$ cat config.mk
export PLATFORM = sky130hd
export DESIGN_NAME = dropout_frame_ctrl
export DESIGN_NICKNAME = d
export VERILOG_FILES = /design/src/rtl/dropout_pkg.sv /design/src/rtl/dropout_lfsr.sv /design/src/rtl/dropout_frame_ctrl.sv
export SDC_FILE = /design/constraint.sdc
export NUM_CORES = 1
export LEC_CHECK = 0
export CAP_MARGIN = 20
export CELL_PAD_IN_SITES_DETAIL_PLACEMENT = 0
export CELL_PAD_IN_SITES_GLOBAL_PLACEMENT = 2
export CORE_MARGIN = 5
export CORE_UTILIZATION = 30
export CTS_BUF_LIST = sky130_fd_sc_hd__clkbuf_8
export DETAILED_ROUTE_END_ITERATION = 8
export GPL_TIMING_DRIVEN = 0
export PLACE_DENSITY_LB_ADDON = 0.1
export SETUP_SLACK_MARGIN = 0.4
export SYNTH_ARGS = -nofsm -noshare
export SYNTH_HDL_FRONTEND = slang
export SYNTH_HIERARCHICAL = 1
export SYNTH_SLANG_ARGS = --single-unit
$ cat constraint.sdc
create_clock -name clk -period 1.6 [get_ports clk]
set_input_delay 0.4 -clock clk [delete_from_list [all_inputs] [get_ports clk]]
set_output_delay 0.4 -clock clk [all_outputs]
set_load 0.02 [all_outputs]
$ cat src/rtl/dropout_pkg.sv
// Shared types and constants for the random-dropout frame controller.
package dropout_pkg;

  typedef enum logic [1:0] {IDLE, LOAD, RUN, FLUSH} state_t;

  localparam logic [15:0] LFSR_TAPS     = 16'hB400;
  localparam logic [7:0]  RATE_DROP_ALL = 8'hFF;

endpackage

$ cat src/rtl/dropout_lfsr.sv
// Galois right-shift LFSR with seed load (zero seed falls back to SEED) and step enable.
module dropout_lfsr
  import dropout_pkg::*;
#(
  parameter int                LFSR_W = 16,
  parameter logic [LFSR_W-1:0] SEED   = 16'hACE1
) (
  input  logic              clk,
  input  logic              reset,
  input  logic              i_load,
  input  logic [LFSR_W-1:0] i_seed,
  input  logic              i_step,
  output logic [LFSR_W-1:0] o_state
);

  logic [LFSR_W-1:0] r_lfsr;
  logic [LFSR_W-1:0] w_next;

  always_comb begin
    w_next = (r_lfsr >> 1) ^ (r_lfsr[0] ? LFSR_W'(LFSR_TAPS) : '0);
  end

  // An all-zero state would lock the LFSR, so a zero seed is replaced by SEED.
  always_ff @(posedge clk) begin
    if (reset) begin
      r_lfsr <= SEED;
    end else if (i_load) begin
      r_lfsr <= (i_seed == '0) ? SEED : i_seed;
    end else if (i_step) begin
      r_lfsr <= w_next;
    end
  end

  assign o_state = r_lfsr;

endmodule

$ cat src/rtl/dropout_frame_ctrl.sv
// Frame sequencer for lane-wise random dropout: masks each accepted beat with LFSR keep bits.
// Optional DROPOUT_STATS_EN builds a saturating dropped-bit counter on drop_count.
module dropout_frame_ctrl
  import dropout_pkg::*;
#(
  parameter int                DATA_W    = 8,
  parameter int                LFSR_W    = 16,
  parameter logic [LFSR_W-1:0] SEED      = 16'hACE1,
  parameter int                BURST_LEN = 8
) (
  input  logic              clk,
  input  logic              reset,
  input  logic              enable,
  input  logic              cfg_we,
  input  logic [7:0]        cfg_rate,
  input  logic [LFSR_W-1:0] cfg_seed,
  input  logic              start,
  input  logic              in_valid,
  output logic              in_ready,
  input  logic [DATA_W-1:0] in_data,
  output logic              out_valid,
  input  logic              out_ready,
  output logic [DATA_W-1:0] out_data,
  output logic              busy,
  output logic [15:0]       drop_count
);

  localparam int             CNT_W     = (BURST_LEN > 1) ? $clog2(BURST_LEN) : 1;
  localparam logic [CNT_W-1:0] LAST_BEAT = CNT_W'(BURST_LEN - 1);

  state_t              r_state, w_state_nxt;
  logic [7:0]          r_rate;
  logic [LFSR_W-1:0]   r_seed;
  logic [CNT_W-1:0]    r_beat_cnt;
  logic                r_out_valid;
  logic [DATA_W-1:0]   r_out_data;
  logic [LFSR_W-1:0]   w_lfsr;
  logic [DATA_W-1:0]   w_mask;
  logic                w_in_ready, w_accept, w_load;

  // Lane i compares the low byte of the LFSR rotated right by 2i against the rate.
  function automatic logic [DATA_W-1:0] keep_mask(input logic [LFSR_W-1:0] lfsr,
                                                  input logic [7:0]        rate);
    logic [LFSR_W-1:0] rot;
    keep_mask = '0;
    for (int i = 0; i < DATA_W; i++) begin
      rot          = (lfsr >> (2 * i)) | (lfsr << (LFSR_W - 2 * i));
      keep_mask[i] = (rate != RATE_DROP_ALL) && (rot[7:0] >= rate);
    end
  endfunction

  assign w_mask     = keep_mask(w_lfsr, r_rate);
  assign w_in_ready = (r_state == RUN) && enable && (!r_out_valid || out_ready);
  assign w_accept   = in_valid && w_in_ready;

  dropout_lfsr #(.LFSR_W(LFSR_W), .SEED(SEED)) u_lfsr (
    .clk     (clk),
    .reset   (reset),
    .i_load  (w_load),
    .i_seed  (r_seed),
    .i_step  (w_accept),
    .o_state (w_lfsr)
  );

  always_comb begin
    w_state_nxt = r_state;
    w_load      = 1'b0;
    unique case (r_state)
      IDLE:  if (start && enable) w_state_nxt = LOAD;
      LOAD:  if (enable) begin
               w_state_nxt = RUN;
               w_load      = 1'b1;
             end
      RUN:   if (w_accept && (r_beat_cnt == LAST_BEAT)) w_state_nxt = FLUSH;
      FLUSH: if (enable && (!r_out_valid || out_ready)) w_state_nxt = IDLE;
      default: w_state_nxt = IDLE;
    endcase
  end

  always_ff @(posedge clk) begin
    if (reset) begin
      r_state    <= IDLE;
      r_rate     <= 8'h00;
      r_seed     <= SEED;
      r_beat_cnt <= '0;
    end else begin
      r_state <= w_state_nxt;
      if ((r_state == IDLE) && cfg_we) begin
        r_rate <= cfg_rate;
        r_seed <= cfg_seed;
      end
      if (w_load) begin
        r_beat_cnt <= '0;
      end else if (w_accept) begin
        r_beat_cnt <= r_beat_cnt + 1'b1;
      end
    end
  end

  // A new accept refills the output register in the same cycle it drains: no bubble.
  always_ff @(posedge clk) begin
    if (reset) begin
      r_out_valid <= 1'b0;
      r_out_data  <= '0;
    end else if (w_accept) begin
      r_out_valid <= 1'b1;
      r_out_data  <= in_data & w_mask;
    end else if (out_ready) begin
      r_out_valid <= 1'b0;
    end
  end

`ifdef DROPOUT_STATS_EN
  function automatic logic [15:0] sat_add(input logic [15:0]       acc,
                                          input logic [DATA_W-1:0] mask);
    logic [16:0] sum;
    sum = {1'b0, acc} + 17'($countones(~mask));
    return sum[16] ? 16'hFFFF : sum[15:0];
  endfunction

  logic [15:0] r_drop_count;

  always_ff @(posedge clk) begin
    if (reset || (r_state == LOAD)) begin
      r_drop_count <= 16'h0;
    end else if (w_accept) begin
      r_drop_count <= sat_add(r_drop_count, w_mask);
    end
  end

  assign drop_count = r_drop_count;
`else
  assign drop_count = 16'h0;
`endif

  assign in_ready  = w_in_ready;
  assign out_valid = r_out_valid;
  assign out_data  = r_out_data;
  assign busy      = (r_state != IDLE);

endmodule
* Yosys cells after proc, flatten, opt, wreduce, memory -nomap -nowiden *
Cells that the tools add are included.

operators by class
  $add $sub $neg = 1
  bitwise operators = 9
  magnitude comparators = 8
  reduce and logical (&&, ||, !) cells = 24
  eq/ne operators = 9
  multiplexer cells = 13

operators with widths
  cell                                                                    number
  8-bit greater-or-equal comparator                                       8
  16-bit 2-to-1 mux                                                       4
  8-bit by 1-bit bitwise OR with 8-bit output (second input constant)     4
  16-bit zero test                                                        1
  15-bit by 16-bit XOR with 16-bit output                                 1
  1-bit logical AND                                                       15
  8-bit AND                                                               1
  2-bit 2-to-1 mux                                                        4
  8-bit != test (second input constant)                                   1
  2-bit by 8-bit bitwise OR with 8-bit output                             1
  4-bit by 8-bit bitwise OR with 8-bit output                             1
  6-bit by 8-bit bitwise OR with 8-bit output                             1
  2-bit one-hot mux with 4 select lines                                   1
  2-bit != test (second input constant)                                   3
  2-bit nonzero test                                                      3
  2-bit equality test (second input constant)                             2
  1-bit 2-to-1 mux                                                        4
  4-bit AND reduction                                                     1
  3-bit by 1-bit adder with 3-bit output (second input constant)          1
  3-bit equality test (second input constant)                             1
  2-bit by 1-bit equality test with 1-bit output (second input constant)  1
  2-bit zero test                                                         1
  2-bit by 1-bit != test with 1-bit output (second input constant)        1
  2-bit OR reduction                                                      1
  other kinds (2)                                                         2

word-level totals
  input port bits = 39
  word-level logic and storage cells = 71
  register bits = 54

* Longest topological paths before layout *
  word-level depth = 7
  depth in mapped cells = 9
  mapped depth without buffers = 7

* Modules after synthesis *
Netlist, hierarchy kept.

by module, submodules not included
  module              area each (um^2)  times used  seq. area each (um^2)  cells each
  dropout_frame_ctrl  3021.6            1           760.7                  371
  dropout_lfsr        875.8             1           320.3                  88

* Worst setup path after synthesis *
Ideal clock, no wire load.

  kind = register -> register
  start = register r_state[0]
  end = register u_lfsr.r_lfsr[14], in the netlist u_lfsr/o_state[14]
  clock period less this slack = 1634 ps
  arrival = 1507 ps
  setup time = 128 ps
  cell stages (with the launch flop) = 9
  path buffers = 1
  setup slack = -34 ps
  path through = dfxtp_1 > inv_1 > ha_1 > nand4_4 > inv_1 > buf_6 > mux2_2 > mux2i_1 > nor2_1

between the ends
  word-level cells in the longest chain between the ends = 5
  elaborated cells on any way between the ends = 8

ends and longest elaborated chain
  what                             RTL line                  source
  from (decl)                      dropout_frame_ctrl.sv:31  state_t r_state, w_state_nxt;
  from (signal assigned)           dropout_frame_ctrl.sv:87  r_state <= w_state_nxt;
  2-bit equality test              dropout_frame_ctrl.sv:53  assign w_in_ready = (r_state == RUN) && enable && (!r_out_valid || out_ready);
  1-bit logical AND (2 in series)  dropout_frame_ctrl.sv:53
  1-bit logical AND                dropout_frame_ctrl.sv:54  assign w_accept = in_valid && w_in_ready;
  via w_accept                     dropout_frame_ctrl.sv:39  logic w_in_ready, w_accept, w_load;
  2-bit nonzero test (no line)     n/a
  to (signal assigned)             dropout_lfsr.sv:28        r_lfsr <= (i_seed == '0) ? SEED : i_seed;
  to (signal assigned)             dropout_lfsr.sv:30        r_lfsr <= w_next;
  to (decl)                        dropout_lfsr.sv:16        logic [LFSR_W-1:0] r_lfsr;

The timed path passes the listed nets, and every way through them passes these cells.
A chain may end at the register's enable or synchronous reset.

* Worst setup path in the final report *
  start = register r_rate[5]
  end = register r_out_data[1], in the netlist out_data[1]

between the ends
  word-level cells in the longest chain between the ends = 3
  elaborated cells on any way between the ends = 4

ends and longest elaborated chain
  what                                                                RTL line                   source
  from (decl)                                                         dropout_frame_ctrl.sv:32   logic [7:0] r_rate;
  from (signal assigned)                                              dropout_frame_ctrl.sv:89   r_rate <= cfg_rate;
  8-bit greater-or-equal comparator or 8-bit != test (tied branches)  dropout_frame_ctrl.sv:48   keep_mask[i] = (rate != RATE_DROP_ALL) && (rot[7:0] >= rate);
  1-bit logical AND *                                                 dropout_frame_ctrl.sv:48
  8-bit AND *                                                         dropout_frame_ctrl.sv:107  r_out_data <= in_data & w_mask;
  to (signal assigned)                                                dropout_frame_ctrl.sv:107
  to (decl)                                                           dropout_frame_ctrl.sv:36   logic [DATA_W-1:0] r_out_data;

Mark *: on every way between the ends. The rest lies on a longest branch, timed or not.

==> key figures <==
Finish
  – Layout area overhead: 62.5%
  – Share of cells above drive strength 1: 0.507
  – Final Instance Area: around 6300 um2
  – Final cell count without fillers: between 700 and 800
  – Nets@finish: 679
  – Ant diodes: 0

Detailed routing
  – DRT iter0 DRCs: 116
  – Vias per Instance: 4.80
  – Drt pass-1 iters: 4
  – DRC errors left: 0
  – Drt total wl: between 10 and 15 mm
  – Vias: between 3000 and 4000
  – WL/cell: 16.2 um
  – Routed Antenna Nets: 0

Placement
  – Buffers on Ports: 49
  – Placed cell count: between 600 and 700
  – Final HPWL DP: 8.14 mm
  – Pre-CTS setup slack: -0.798 ns
  – Area after DPL: approximately 4800 um2
  – Placer Congestion: roughly 0.76

CTS
  – Worst-path clk slew: 0.11 ns
  – Worst skew pair latency: roughly 0.34 ns
  – Cts hold-fix bufs: 0
  – CTS root buffer: clkbuf_8
  – Max Root-Sink Buffers: 2
  – Clock H-tree levels: 2
  – Sink Count: 54
  – Num CTS Buffers: 5
  – TritonCTS clock tree: done

Critical path
  – CP Launch Type: register
  – Req. time, crit path: 1.82 ns
  – Crit Path Category: register to register
  – CP endpoint kind: register
  – Max FO, Critical Path: 4
  – Data arrival time of the worst path: between 1.5 and 2 ns

Synthesis
  – Ys Warns: 6
  – Top-area cell type share of the netlist area: 0.277
  – Mean Syn Cell Area: ~8.5 um2
  – Seq/Total Area, Yosys: 0.277
  – Most frequent cell after synthesis: ha_1
  – Top FF cell, synth: dfxtp_1
  – Synth Cell Area: just under 4000 um2
  – EDFF count, synth: 0
  – Syn Inst Count: 459
  – Top cells by count, synth: 71 x ha_1, 63 x nand2_1, 54 x dfxtp_1
  – Yosys reg bits: 54
  – Post-synth ARST share: 0
  – Post-synth cell types: 40
  – Synth area leader: dfxtp_1
  – Top area cells in the synthesized netlist: dfxtp_1 28%, ha_1 23%, nand2_1 6.1%, a211oi_1 4.8%, a21oi_1 3.9%

Run status
  – Outcome: complete, but fails checks
  – Failing checks: negative setup slack

STA
  – Period utilization: 1.03
  – Final Max Tran Viols: 0
  – Final Hold Fails: 0
  – Worst-margin pin slew: 0.566 ns
  – Post-Route Skew: around 0.0081 ns
  – Final WS setup: -0.0422 ns
  – # setup viols final: 6
  – Slew HR: 0.622
  – Fin crit period: ~1.6 ns
  – F_max: between 600 and 700 MHz
  – Hold Worst Slack: 0.464 ns
  – RSZ-0062 raised after global routing: true

Power and ir drop
  – Pwr/cell area: roughly 1200 nW/um2
  – Sw power: between 0.003 and 0.004 W
  – Cell-internal power: roughly 0.0044 W
  – Logic pwr share: 0.608
  – Total Power: between 0.007 and 0.008 W
  – Peak VDD IR: ~700 uV
  – Leakage power: approximately 2.6 nW
  – Sw frac: 0.423
  – Share of power burned in registers: 0.279
  – Clock power share: 0.113

Global routing
  – Total congestion overflow: 0
  – Antenna violations before repair: 0
  – First-pass GRT wire length: around 18 mm
  – Gr usage total: 0.157
  – Vias in the first global route: 3528
  – Largest net degree at the start of global routing: 19

Die
  – Core region area: roughly 13000 um2
  – Starting Density: 0.308
  – Row count: 41
  – Die width: roughly 120 um
  – Die height: approximately 120 um
  – Top Ports: 66
  – Die Footprint: 15400 um2

Min path
  – Hold crit path type: register to register

Job
  – Max-cap violations: 0
[worst max-delay path: stages, from the launching register on]
cell	delay (ns)
dfxtp_2	0.37
clkinvlp_4	0.10
buf_6	0.14
buf_4	0.13
ha_4	0.21
a211oi_2	0.21
nor2_1	0.08
a211oi_2	0.18
o32ai_2	0.10
[power by group through the flow]
stage / registers (W) / logic, W / clock network (W)
after floorplan: 0.00192 / 0.00218 / 0
after global placement: 0.00208 / 0.00281 / 0
after detailed placement: 0.00208 / 0.00288 / 0
after CTS: 0.00212 / 0.00424 / 0.000932
after global routing: 0.00218 / 0.00511 / 0.000971
final: 0.00214 / 0.00466 / 0.000869
[cell families (layout without fill, tap and decap cells)]
group	after synthesis	after routing	share of synthesized area
AO/OA/AOI/OAI	92	92	0.152
XOR/XNOR	4	4	0.00899
adder cells (fa/ha/maj)	71	71	0.228
buffers and inverters	68	164	0.0899
flip-flops	54	54	0.277
multiplexers	19	19	0.0510
other	1	16	0.000962
AND/OR/NAND/NOR	150	150	0.191
[through the flow]
| step | util | setup TNS (ns) |
|---|---|---|
| floorplan | - | 0 |
| global placement | 0.380 | -27.73 |
| detailed placement | 0.380 | -28.17 |
| CTS | 0.470 | -0.131 |
| global route | 0.500 | -1.08 |
| finish | 0.500 | -0.139 |
[cells in the final DEF, fill, tap and decap left out, types with 21 or more instances in the layout]
| master | n |
|---|---|
| nand2_1 | 37 |
| ha_1 | 37 |
| buf_4 | 34 |
| clkdlybuf4s50_1 | 34 |
| nor2_1 | 33 |
| dfxtp_2 | 29 |
| a21oi_2 | 28 |
| ha_4 | 26 |
| buf_6 | 26 |
| inv_1 | 25 |
| a211oi_2 | 24 |
| nand2_4 | 23 |
| dfxtp_1 | 21 |
[registers in the layout, summed over array words and instances (netlist names)]
register and cells:
out_data 8, r_state 2, out_valid 1, r_seed 16, u_lfsr/o_state 16, r_beat_cnt 3
r_rate 8
[layer usage]
layer,global-route usage,share of wire,vias up
met5,0,0,-
met4,0.0493,0.014,0
met3,0.0272,0.032,9
met2,0.258,0.47,58
met1,0.209,0.49,1679
li1,-,-,1817
[worst paths after layout]
check | cells past startpoint | end | slack, ns | from
max | 8 | out_data[1] | -0.04 | r_rate[5]
min | 2 | out_data[4] | 0.46 | out_data[4]
max reg2reg | 8 | out_data[1] | -0.04 | r_rate[5]
min reg2reg | 2 | out_data[4] | 0.46 | out_data[4]
[what timing repair did]
action	in CTS	in global routing
cloned	2	1
pin swaps	64	27
setup endpoints to repair	65	65
gates resized for setup	250	66
setup buffers	30	6
[final cells by class]
cell class | instances | area, um2
Fill cell | 1199 | 6340
Multi-Input combinational cell | 352 | 3450
Sequential cell | 54 | 1130
Timing Repair Buffer | 88 | 961
Buffer | 32 | 319
Tap cell | 172 | 215
Inverter | 36 | 164
Clock buffer | 5 | 68.8
Clock inverter | 3 | 23.8
No activity file was read; power rests on OpenSTA's default activity.
